### src/rtl/multi_track_loader_pkg.sv
// multi_track_loader_pkg: engine states, sizes and the drive arbiter helper.
// MULTI_TRACK_LOADER_WRITEBACK_EN builds dirty-track writeback.
package multi_track_loader_pkg;
  typedef enum logic [1:0] {IDLE, WR, RD_SETUP, RD} state_t;
  localparam int SECTOR_BYTES = 512;
  localparam int TSEC_W = 4;
`ifdef MULTI_TRACK_LOADER_WRITEBACK_EN
  localparam bit WRITEBACK = 1'b1;
`else
  localparam bit WRITEBACK = 1'b0;
`endif
  function automatic logic [1:0] lowest_set(input logic [3:0] v);
    return v[0] ? 2'd0 : v[1] ? 2'd1 : v[2] ? 2'd2 : 2'd3;
  endfunction
endpackage

### src/rtl/multi_track_loader_chan.sv
// multi_track_loader_chan: per-drive mount, dirty, valid and loaded-track state.
// Dirty tracking is only kept with MULTI_TRACK_LOADER_WRITEBACK_EN.
module multi_track_loader_chan
  import multi_track_loader_pkg::*;
#(
  parameter int TRACK_W = 6
) (
  input  logic               clk_sys,
  input  logic               reset,
  input  logic               mount,
  input  logic               present,
  input  logic               write_disk,
  input  logic               clr_dirty,
  input  logic               load,
  input  logic               done,
  input  logic [TRACK_W-1:0] track,
  output logic [TRACK_W-1:0] cur_track,
  output logic               needs_service,
  output logic               wb_req,
  output logic               ready
);
  logic mounted, dirty, valid, stale;
  assign needs_service = mounted && (!valid || track != cur_track);
  assign ready = mounted && !needs_service;
  assign wb_req = valid && dirty;
  // stale marks a remount that arrived mid-transfer, so the finished load is not trusted
  always_ff @(posedge clk_sys or posedge reset)
    if (reset) begin
      mounted <= 1'b0;
      dirty <= 1'b0;
      valid <= 1'b0;
      stale <= 1'b0;
      cur_track <= '0;
    end else if (mount) begin
      mounted <= present;
      dirty <= 1'b0;
      valid <= 1'b0;
      stale <= 1'b1;
    end else begin
      if (load) begin
        cur_track <= track;
        valid <= 1'b0;
        stale <= 1'b0;
      end
      if (done) valid <= !stale;
      if (clr_dirty) dirty <= 1'b0;
      if (WRITEBACK && write_disk && mounted) dirty <= 1'b1;
    end
endmodule

### src/rtl/multi_track_loader.sv
// multi_track_loader: one SD block engine serialising track loads for all floppy drives.
// Dirty-track writeback before reload is built with MULTI_TRACK_LOADER_WRITEBACK_EN.
module multi_track_loader
  import multi_track_loader_pkg::*;
#(
  parameter int NUM_DRIVES = 2,
  parameter int SECTORS_PER_TRACK = 13,
  parameter int TRACK_W = 6,
  parameter int LBA_W = 32
) (
  input  logic                          clk_sys,
  input  logic                          reset,
  input  logic [NUM_DRIVES*TRACK_W-1:0] track,
  input  logic [NUM_DRIVES-1:0]         img_mounted,
  input  logic [63:0]                   img_size,
  input  logic [NUM_DRIVES-1:0]         fd_write_disk,
  output logic [NUM_DRIVES*LBA_W-1:0]   sd_lba,
  output logic [NUM_DRIVES-1:0]         sd_rd,
  output logic [NUM_DRIVES-1:0]         sd_wr,
  input  logic [NUM_DRIVES-1:0]         sd_ack,
  output logic [TSEC_W-1:0]             track_sec,
  output logic [1:0]                    sel,
  output logic                          cpu_wait,
  output logic [NUM_DRIVES-1:0]         drive_ready
);
  state_t state, state_n;
  logic [NUM_DRIVES-1:0] need, wb;
  logic [LBA_W-1:0] lba_r [NUM_DRIVES];
  logic [TRACK_W-1:0] cur [NUM_DRIVES];
  logic [3:0] need4, wb4, ack4;
  logic [1:0] pick;
  logic rd_q, wr_q, ack_q, ack_qq, go, go_wr, xfer, rise, fall, last, done;

  function automatic logic [LBA_W-1:0] lba_of(input logic [TRACK_W-1:0] t);
    return LBA_W'(t) * LBA_W'(SECTORS_PER_TRACK);
  endfunction

  assign need4 = 4'(need);
  assign wb4 = 4'(wb);
  assign ack4 = 4'(sd_ack);
  assign pick = lowest_set(need4);
  assign go = state == IDLE && |need;
  assign go_wr = wb4[pick];
  assign xfer = state == WR || state == RD;
  assign rise = ack_q && !ack_qq;
  assign fall = !ack_q && ack_qq;
  assign last = track_sec == TSEC_W'(SECTORS_PER_TRACK - 1);
  assign done = state == RD && fall && last;
  assign sd_rd = NUM_DRIVES'(rd_q) << sel;
  assign sd_wr = WRITEBACK ? NUM_DRIVES'(wr_q) << sel : '0;

  for (genvar i = 0; i < NUM_DRIVES; i++) begin : g_ch
    multi_track_loader_chan #(.TRACK_W(TRACK_W)) u_chan (
      .clk_sys      (clk_sys),
      .reset        (reset),
      .mount        (img_mounted[i]),
      .present      (|img_size),
      .write_disk   (fd_write_disk[i]),
      .clr_dirty    (go && go_wr && pick == 2'(i)),
      .load         (state == RD_SETUP && sel == 2'(i)),
      .done         (done && sel == 2'(i)),
      .track        (track[i*TRACK_W +: TRACK_W]),
      .cur_track    (cur[i]),
      .needs_service(need[i]),
      .wb_req       (wb[i]),
      .ready        (drive_ready[i])
    );
    assign sd_lba[i*LBA_W +: LBA_W] = lba_r[i];
  end

  always_ff @(posedge clk_sys or posedge reset)
    if (reset) state <= IDLE;
    else state <= state_n;

  always_comb begin
    state_n = state;
    case (state)
      IDLE:     state_n = !go ? IDLE : go_wr ? WR : RD_SETUP;
      WR:       state_n = fall && last ? RD_SETUP : WR;
      RD_SETUP: state_n = RD;
      RD:       state_n = done ? IDLE : RD;
      default:  state_n = IDLE;
    endcase
  end

  // the request drops on the last sector's ack rise; the phase ends on its fall
  always_ff @(posedge clk_sys or posedge reset)
    if (reset) begin
      sel <= '0;
      cpu_wait <= 1'b0;
      track_sec <= '0;
      rd_q <= 1'b0;
      wr_q <= 1'b0;
      ack_q <= 1'b0;
      ack_qq <= 1'b0;
      for (int i = 0; i < NUM_DRIVES; i++) lba_r[i] <= '0;
    end else begin
      ack_q <= ack4[sel];
      ack_qq <= ack_q;
      if (go) begin
        sel <= pick;
        cpu_wait <= 1'b1;
        track_sec <= '0;
        wr_q <= go_wr;
      end
      if (state == RD_SETUP) begin
        track_sec <= '0;
        rd_q <= 1'b1;
      end
      if (xfer && rise && last) begin
        rd_q <= 1'b0;
        wr_q <= 1'b0;
      end
      if (xfer && fall) track_sec <= last ? '0 : track_sec + 1'b1;
      if (done) cpu_wait <= 1'b0;
      for (int i = 0; i < NUM_DRIVES; i++)
        if (go && go_wr && pick == 2'(i)) lba_r[i] <= lba_of(cur[i]);
        else if (state == RD_SETUP && sel == 2'(i)) lba_r[i] <= lba_of(track[i*TRACK_W +: TRACK_W]);
        else if (xfer && rise && !last && sel == 2'(i)) lba_r[i] <= lba_r[i] + 1'b1;
    end
endmodule

### config.mk
export PLATFORM = sky130hd
export DESIGN_NAME = multi_track_loader
export DESIGN_NICKNAME = d
export VERILOG_FILES = /design/src/rtl/multi_track_loader_pkg.sv /design/src/rtl/multi_track_loader_chan.sv /design/src/rtl/multi_track_loader.sv
export SDC_FILE = /design/constraint.sdc
export NUM_CORES = 1
export LEC_CHECK = 0
export CAP_MARGIN = 20
export CELL_PAD_IN_SITES_DETAIL_PLACEMENT = 1
export CELL_PAD_IN_SITES_GLOBAL_PLACEMENT = 1
export CORE_AREA = 2 2 149 151
export DETAILED_ROUTE_END_ITERATION = 10
export DIE_AREA = 0 0 151 153
export PLACE_DENSITY = 0.7
export SLEW_MARGIN = 15
export SYNTH_ARGS = -nofsm -noshare
export SYNTH_HDL_FRONTEND = slang
export SYNTH_HIERARCHICAL = 1
export SYNTH_SLANG_ARGS = --single-unit
### constraint.sdc
create_clock -name clk_sys -period 3.4 [get_ports clk_sys]
set_input_delay 0.85 -clock clk_sys [delete_from_list [all_inputs] [get_ports clk_sys]]
set_output_delay 0.85 -clock clk_sys [all_outputs]
set_load 0.02 [all_outputs]
==> results of run 1 <==
## worst max-delay path: cells and delay by family
kind	cells	cell delay [ps]
fa+ha+maj	3	1230
compound gates	5	990
buf+inv	1	470
## cells in the final DEF (no fill, tap or decap), drive strengths merged, types with 4 or more instances in the layout
cell           synthesis  routed
o211ai                13      13
ha                    68      68
o22ai                  4       4
a21o                   9       9
nand4                 38      38
fa                    12      12
nor2b                  4       4
o21bai                11      11
nor3b                  4       4
conb                   3       4
nor2                  66      66
nand3                 27      27
nand2b                 4       4
nor3                  16      16
and3b                  4       4
inv                   51      50
mux2i                  6       6
a21oi                 43      43
nand2                 47      47
and2                   7       7
a211oi                16      16
mux2                  15      15
clkdlybuf4s50          0     154
nor4                  21      21
o21ai                 33      33
o31ai                  7       7
buf                   16      43
and3                  11      11
dfrtp                 94      94
xnor2                 33      33
clkbuf                 9      11
or4                   10      10
xor2                  32      32
## what timing repair did
| item | 4_1_cts | 5_1_grt |
|---|---|---|
| pin swaps | 1 | 3 |
| setup endpoints to repair | 3 | 5 |
| resized for setup | 3 | 8 |
| hold buffers | 0 | 0 |
## logic make-up after synthesis
kind of cell | after synthesis | synth area share (%)
fa+ha+maj | 80 | 15.2
simple gates | 274 | 21.3
flops | 94 | 32.8
other cells | 3 | 0.157
buf+inv | 76 | 4.54
xor+xnor | 65 | 7.95
compound gates | 157 | 14.2
mux | 21 | 3.83
## per-layer routing
metal  vias to the layer above  routed length [um]  GRT usage (%)
li1                       3159                   -              -
met1                      3238                9740           24.6
met2                        95               10900           33.4
met3                        20                 561           3.19
met4                         0                 315           4.81
met5                         -                   0              0
## stage by stage
stage | utilization (%) | power [mW] | area (um^2) | setup WS (ps) | TNS, ps
6_report | 44.9 | 4.19 | 9640 | 109 | 0
5_1_grt | 44.9 | 4.46 | 9640 | 6.81 | 0
4_1_cts | 44.7 | 4.23 | 9610 | 35.8 | 0
3_5_place_dp | 43.2 | 3.09 | 9290 | -461 | -2200
3_3_place_gp | 43.2 | 3.05 | 9290 | -413 | -1840
2_1_floorplan | - | 2.37 | 7160 | 278 | 0
## state kept, by name, indices dropped and copies added, names as in the netlist
name / count
ack_q: 1
g_ch.u_chan/mounted: 2
cpu_wait: 1
sd_lba: 64
rd_q: 1
sel: 2
track_sec: 4
g_ch.u_chan/cur_track: 12
state: 2
g_ch.u_chan/valid: 2
ack_qq: 1
g_ch.u_chan/stale: 2
## final timing paths
path / endpoint / slack, ps / depth (start not counted)
setup / recovery: sd_lba[9]$_DFFE_PP0P_ / 110 / 9
hold / removal: ack_qq$_DFF_PP0_ / 460 / 0
max in group asynchronous: track_sec[3]$_DFFE_PP0P_ / 1780 / 3
hold reg to reg: ack_qq$_DFF_PP0_ / 460 / 0
min in group asynchronous: g_ch[1].u_chan/stale$_DFFE_PP0P_ / 870 / 2
setup reg to reg: sd_lba[48]$_DFFE_PP0P_ / 740 / 7
## power groups by stage
stage / Clock, mW / Sequential, mW / Combinational, mW
2_1_floorplan: 0 / 1.59 / 0.777
3_5_place_dp: 0 / 1.54 / 1.55
3_3_place_gp: 0 / 1.53 / 1.52
6_report: 1.11 / 1.52 / 1.56
5_1_grt: 1.18 / 1.55 / 1.73
4_1_cts: 1.14 / 1.52 / 1.57
## cell type report
type | instances | area (um^2)
Fill cell | 2521 | 11800
Multi-Input combinational cell | 601 | 4530
Sequential cell | 94 | 2350
Timing Repair Buffer | 199 | 1890
Tap cell | 280 | 350
Clock buffer | 11 | 233
Inverter | 51 | 193
Clock inverter | 5 | 83.8
==> insert_results.sql, run 1 <==
INSERT INTO impl_metrics (metric_group, metric, value, unit) VALUES
('timing', 'setup_violations_final', '0', ''),
('die', 'die_area', '0.0231', 'mm^2'),
('timing', 'grt_setup_unrepaired', 'no', ''),
('route', 'final_routed_wire_length_divided_by_cell_count', '17.3', 'um'),
('power', 'gate_power_share', '37.2', '%'),
('critical_path', 'worst_r2r_start', 'track_sec[0]$_DFFE_PP0P_', ''),
('die', 'die_height', '153', 'um'),
('critical_path', 'critPathCaptureType', 'flop', ''),
('yosys', 'netlist.area_leader.share', '32.8', '%'),
('timing', 'achievable-frequency', '304', 'MHz'),
('layout', 'diodes', '0', ''),
('power', 'power.static_leakage', '4.29', 'nW'),
('place', 'port_buffers', '156', ''),
('die', 'die_span_in_x', '151', 'um'),
('die', 'floorplan.core_area', '0.0215', 'mm^2'),
('global_routing', 'grt_start_max_net_pins', '48', ''),
('yosys', 'synth_cells', '770', ''),
('clock_tree', 'post-cts-setup-buffers', '0', ''),
('place', 'placed_cells', '1225', ''),
('yosys', 'synth.top_cells.by_area', 'sky130_fd_sc_hd__dfrtp_1, sky130_fd_sc_hd__ha_1, sky130_fd_sc_hd__xnor2_1', ''),
('yosys', 'synth_top_cell_by_area', 'sky130_fd_sc_hd__dfrtp_1', ''),
('power', 'p_sw', '1.51', 'mW'),
('critical_path', 'arrival', '3540', 'ps'),
('critical_path', 'slowest_stage_delay_on_critical_path', '470', 'ps'),
('clock_tree', 'tritoncts.num_buffers', '9', ''),
('clock_tree', 'latest_clock_arrival_within_the_worst_skew_pair', '360', 'ps'),
('route', 'route.antenna.remaining_nets', '0', ''),
('job', 'cap_violations', '0', ''),
('route', 'drc_errors', '0', ''),
('route', 'drtPass1Iterations', '4', ''),
('route', 'number_of_drc_markers_in_iteration_0', '277', ''),
('hold_path', 'min-delay-start', 'ack_q$_DFF_PP0_', ''),
('critical_path', 'critical_path.most_common_cell', 'sky130_fd_sc_hd__fa_2', ''),
('yosys', 'synth_cell_types', '65', ''),
('timing', 'worst_hold_slack', '464', 'ps'),
('power', 'p_seq_share', '36.3', '%'),
('yosys', 'synth-edff-count', '0', ''),
('route', 'num_vias', '6512', ''),
('yosys', 'synth_area', '0.00716', 'mm^2'),
('yosys', 'netlist_top_cells_count', 'sky130_fd_sc_hd__dfrtp_1, sky130_fd_sc_hd__ha_1, sky130_fd_sc_hd__nor2_1', ''),
('clock_tree', 'clk_transition_reported_paths', '70', 'ps'),
('clock_tree', 'cts_tree', 'done', ''),
('timing', 'finalClockSkew', '8.32', 'ps'),
('yosys', 'synth.ff_latch_count', '94', ''),
('critical_path', 'worst_setup_path_startpoint', 'track[1]', ''),
('power', 'power_switching_share', '36.1', '%'),
('route', 'wirelength', '21500', 'um'),
('critical_path', 'cp-start-kind', 'input port', ''),
('timing', 'worst_slew_margin_rel', '44.5', '%'),
('die', 'start_util', '33.3', '%'),
('critical_path', 'slowest_stage', 'sky130_fd_sc_hd__clkdlybuf4s50_1', ''),
('clock_tree', 'h_tree_levels', '3', ''),
('place', 'hpwlAfterDp', '16800', 'um'),
('place', 'gp_congestion', '0.785', ''),
('global_routing', 'combined_global_route_utilization_of_all_metal_layers', '19.2', '%'),
('global_routing', 'grt_pass1_vias', '6939', ''),
('route', 'route.detailed.vias_per_inst', '5.25', ''),
('power', 'clkPwrFrac', '26.5', '%'),
('yosys', 'synth-warning-count', '6', ''),
('run_status', 'outcome', 'finished clean', ''),
('global_routing', 'grt_pass1_wl', '35600', 'um'),
('layout', 'flow.area_growth_from_synthesis', '34.6', '%'),
('power', 'peak_supply_drop', '0.304', 'mV'),
('yosys', 'ys_dominant_reg_cell', 'sky130_fd_sc_hd__dfrtp_1', ''),
('clock_tree', 'clk_path_buf_depth', '2', ''),
('critical_path', 'worst-setup-path-type', 'in2reg', ''),
('die', 'io_pins', '161', ''),
('critical_path', 'critical_path_peak_fanout', '4', ''),
('critical_path', 'timing.critical_path.cells', 'clkdlybuf4s50_1, ha_1, fa_2, fa_2, a211oi_2, o21bai_1, a32oi_1, a21oi_1, a211o_1', ''),
('yosys', 'post_synth.cell_area_avg', '9.30', 'um^2'),
('critical_path', 'worst-endpoint-required', '3640', 'ps');
(Power assumes the default switching activity.)
==> inputs of run 2 (changes only) <==
Settings changed: CORE_AREA 2 2 149 151 to 2 2 191 118, DIE_AREA 0 0 151 153 to 0 0 193 120.
==> run 2 against run 1 <==
Compared with the run above:
- via count rose by 0.35%
- combinational power is 3% higher
- sequential power is essentially flat
- cell area is 0.23% higher
- count of clock-buffer cells in the layout fell by 1
- power fell by 1.3%
- critical path depth rose by 3
- clock skew rose by 6.2 ps
- critical endpoint is now sd_lba[41]$_DFFE_PP0P_
==> insert_results.sql, run 2 (same netlist as run 1, synthesis figures left out) <==
INSERT INTO impl_metrics (metric_group, metric, value, unit) VALUES
('critical_path', 'critical_path.top_delay_family', 'adder cells', ''),
('power', 'clkPwrFrac', '24.9', '%'),
('clock_tree', 'tritoncts.num_buffers', '9', ''),
('power', 'p_sw', '1.56', 'mW'),
('route', 'final_routed_wire_length_divided_by_cell_count', '18.2', 'um'),
('route', 'drc_errors', '0', ''),
('power', 'report.power.total', '4.14', 'mW'),
('layout', 'count_of_filler_cells_inserted_in_the_layout', '2541', ''),
('route', 'wirelength', '22800', 'um'),
('timing', 'timing_worst_slew_pin_value', '746', 'ps'),
('die', 'die_height', '120', 'um'),
('layout', 'diodes', '0', ''),
('layout', 'final_layout_size_suffix_gt1_share', '11.2', '%'),
('power', 'peak_supply_drop', '0.219', 'mV'),
('clock_tree', 'latest_clock_arrival_within_the_worst_skew_pair', '370', 'ps'),
('die', 'rows', '42', ''),
('timing', 'timing_hold_violations_final', '0', ''),
('global_routing', 'grt_overflow', '0', ''),
('place', 'port_buffers', '156', ''),
('timing', 'finalClockSkew', '14.5', 'ps'),
('timing', 'setup_violations_final', '0', ''),
('layout', 'multi_input_gate_area_in_the_final_layout', '0.00453', 'mm^2'),
('clock_tree', 'count_of_hold_fix_buffers_inserted_at_cts', '0', ''),
('job', 'cap_violations', '0', ''),
('hold_path', 'worstHoldPathType', 'reg2reg', ''),
('timing', 'achievable-frequency', '303', 'MHz'),
('critical_path', 'critPathCaptureType', 'flop', ''),
('timing', 'setup_total_negative_slack', '0', 'ps'),
('route', 'route.detailed.vias_per_inst', '5.22', ''),
('critical_path', 'critical_path_peak_fanout', '4', ''),
('clock_tree', 'clk_transition_reported_paths', '80', 'ps'),
('die', 'die_span_in_x', '193', 'um'),
('critical_path', 'worst-endpoint-required', '3700', 'ps'),
('power', 'p_seq_share', '36.5', '%'),
('critical_path', 'cp-start-kind', 'input port', ''),
('power', 'gate_power_share', '38.6', '%'),
('route', 'number_of_drc_markers_in_iteration_0', '383', ''),
('critical_path', 'arrival', '3610', 'ps'),
('timing', 'setup_slack', '94.4', 'ps'),
('layout', 'finalNonFillerCells', '1252', ''),
('timing', 'post-route-period-util', '97.2', '%'),
('global_routing', 'grt_pass1_wl', '36800', 'um'),
('route', 'num_vias', '6535', ''),
('clock_tree', 'tritoncts_num_sinks', '94', ''),
('die', 'die_area', '0.0232', 'mm^2'),
('layout', 'layout_common_cells', 'sky130_fd_sc_hd__clkdlybuf4s50_1, sky130_fd_sc_hd__dfrtp_1, sky130_fd_sc_hd__ha_1', ''),
('layout', 'flow.area_growth_from_synthesis', '34.9', '%'),
('critical_path', 'worst-setup-path-type', 'in2reg', ''),
('clock_tree', 'clk_path_buf_depth', '2', ''),
('timing', 'worst_hold_slack', '456', 'ps'),
('die', 'start_util', '33.2', '%'),
('power', 'power.density', '428', 'mW/mm^2'),
('critical_path', 'timing.critical_path.cells', 'clkdlybuf4s50_1, buf_4, ha_1, inv_1, fa_1, inv_1, ha_1, a211oi_2, o21bai_1, a21oi_1, mux2i_1, a211o_1', ''),
('route', 'route.antenna.remaining_nets', '0', ''),
('place', 'pre_cts_ws', '-529', 'ps'),
('critical_path', 'reg2reg_slack', '750', 'ps'),
('global_routing', 'combined_global_route_utilization_of_all_metal_layers', '20.5', '%'),
('global_routing', 'grt_start_max_net_pins', '42', ''),
('global_routing', 'grt_pass1_vias', '6851', ''),
('place', 'gp_congestion', '0.808', ''),
('timing', 'worst_slew_margin_rel', '49.9', '%'),
('clock_tree', 'cts_tree', 'done', ''),
('layout', 'register_cell_area_after_layout', '0.00235', 'mm^2'),
('critical_path', 'slowest_stage', 'sky130_fd_sc_hd__fa_1', ''),
('clock_tree', 'h_tree_levels', '3', ''),
('layout', 'nNetsFinal', '1125', ''),
('clock_tree', 'cts_root_buffer', 'sky130_fd_sc_hd__clkbuf_16', ''),
('place', 'placed_cells', '1234', ''),
('power', 'p_int', '2.58', 'mW'),
('die', 'floorplan.core_area', '0.0215', 'mm^2'),
('power', 'power_switching_share', '37.7', '%'),
('place', 'hpwlAfterDp', '18100', 'um'),
('power', 'power.static_leakage', '4.33', 'nW'),
('die', 'io_pins', '161', ''),
('run_status', 'outcome', 'finished clean', ''),
('critical_path', 'slowest_stage_delay_on_critical_path', '510', 'ps'),
('timing', 'period_minus_slack', '3310', 'ps'),
('timing', 'final-max-slew-violation-count', '0', ''),
('critical_path', 'critical_path_buf_inv_count', '4', ''),
('layout', 'largest_register_ffs', '64', ''),
('route', 'drtPass1Iterations', '4', ''),
('global_routing', 'number_of_antenna_violations_at_the_first_check_in_global_routing', '0', ''),
('layout', 'layout.cells.most_common', 'sky130_fd_sc_hd__clkdlybuf4s50_1', '');
## run 2: power by group through the flow
stage | clock network (mW) | logic [mW] | registers, mW
5_1_grt | 1.11 | 1.77 | 1.55
2_1_floorplan | 0 | 0.777 | 1.59
4_1_cts | 1.07 | 1.60 | 1.51
3_3_place_gp | 0 | 1.54 | 1.52
3_5_place_dp | 0 | 1.57 | 1.53
6_report | 1.03 | 1.60 | 1.51
## run 2: final cells by class
| type | instances | share of cell area, % |
|---|---|---|
| clock inverters | 6 | 0.570 |
| multi-input cells | 601 | 46.9 |
| flip-flops and latches | 94 | 24.3 |
| well taps | 286 | 3.70 |
| inverters | 51 | 1.99 |
| clock buffers | 10 | 2.47 |
| repair buffers | 204 | 20.0 |
## run 2: per-stage QoR
step / utilization [%] / cell area, um^2
after detailed placement: 43.3 / 9320
after CTS: 44.7 / 9640
final: 44.8 / 9660
after global routing: 44.8 / 9660
after floorplan: - / 7160
after global placement: 43.3 / 9320
## run 2: final timing paths
kind / from / end / cells after the start
min: ack_q$_DFF_PP0_ / ack_qq$_DFF_PP0_ / 0
max in group asynchronous: reset / sd_lba[9]$_DFFE_PP0P_ / 3
min in group asynchronous: reset / g_ch[1].u_chan/cur_track[5]$_DFFE_PP0P_ / 2
max: track[8] / sd_lba[41]$_DFFE_PP0P_ / 12
min reg2reg: ack_q$_DFF_PP0_ / ack_qq$_DFF_PP0_ / 0
max reg2reg: track_sec[0]$_DFFE_PP0P_ / sd_lba[48]$_DFFE_PP0P_ / 7
## run 2: repair_timing
action                                  CTS  global route
setup buffers                             2             0
gates resized for setup                   7            11
pin swaps                                 2             2
endpoints found under the setup margin    4             7
## run 2: per-layer routing
metal	part of all wire, %	global-route usage [%]	wire length [um]
met4	0.62	3.36	142
met2	44	31.0	9910
met3	4.6	4.39	1060
met1	51	30.2	11600
met5	0	0	0
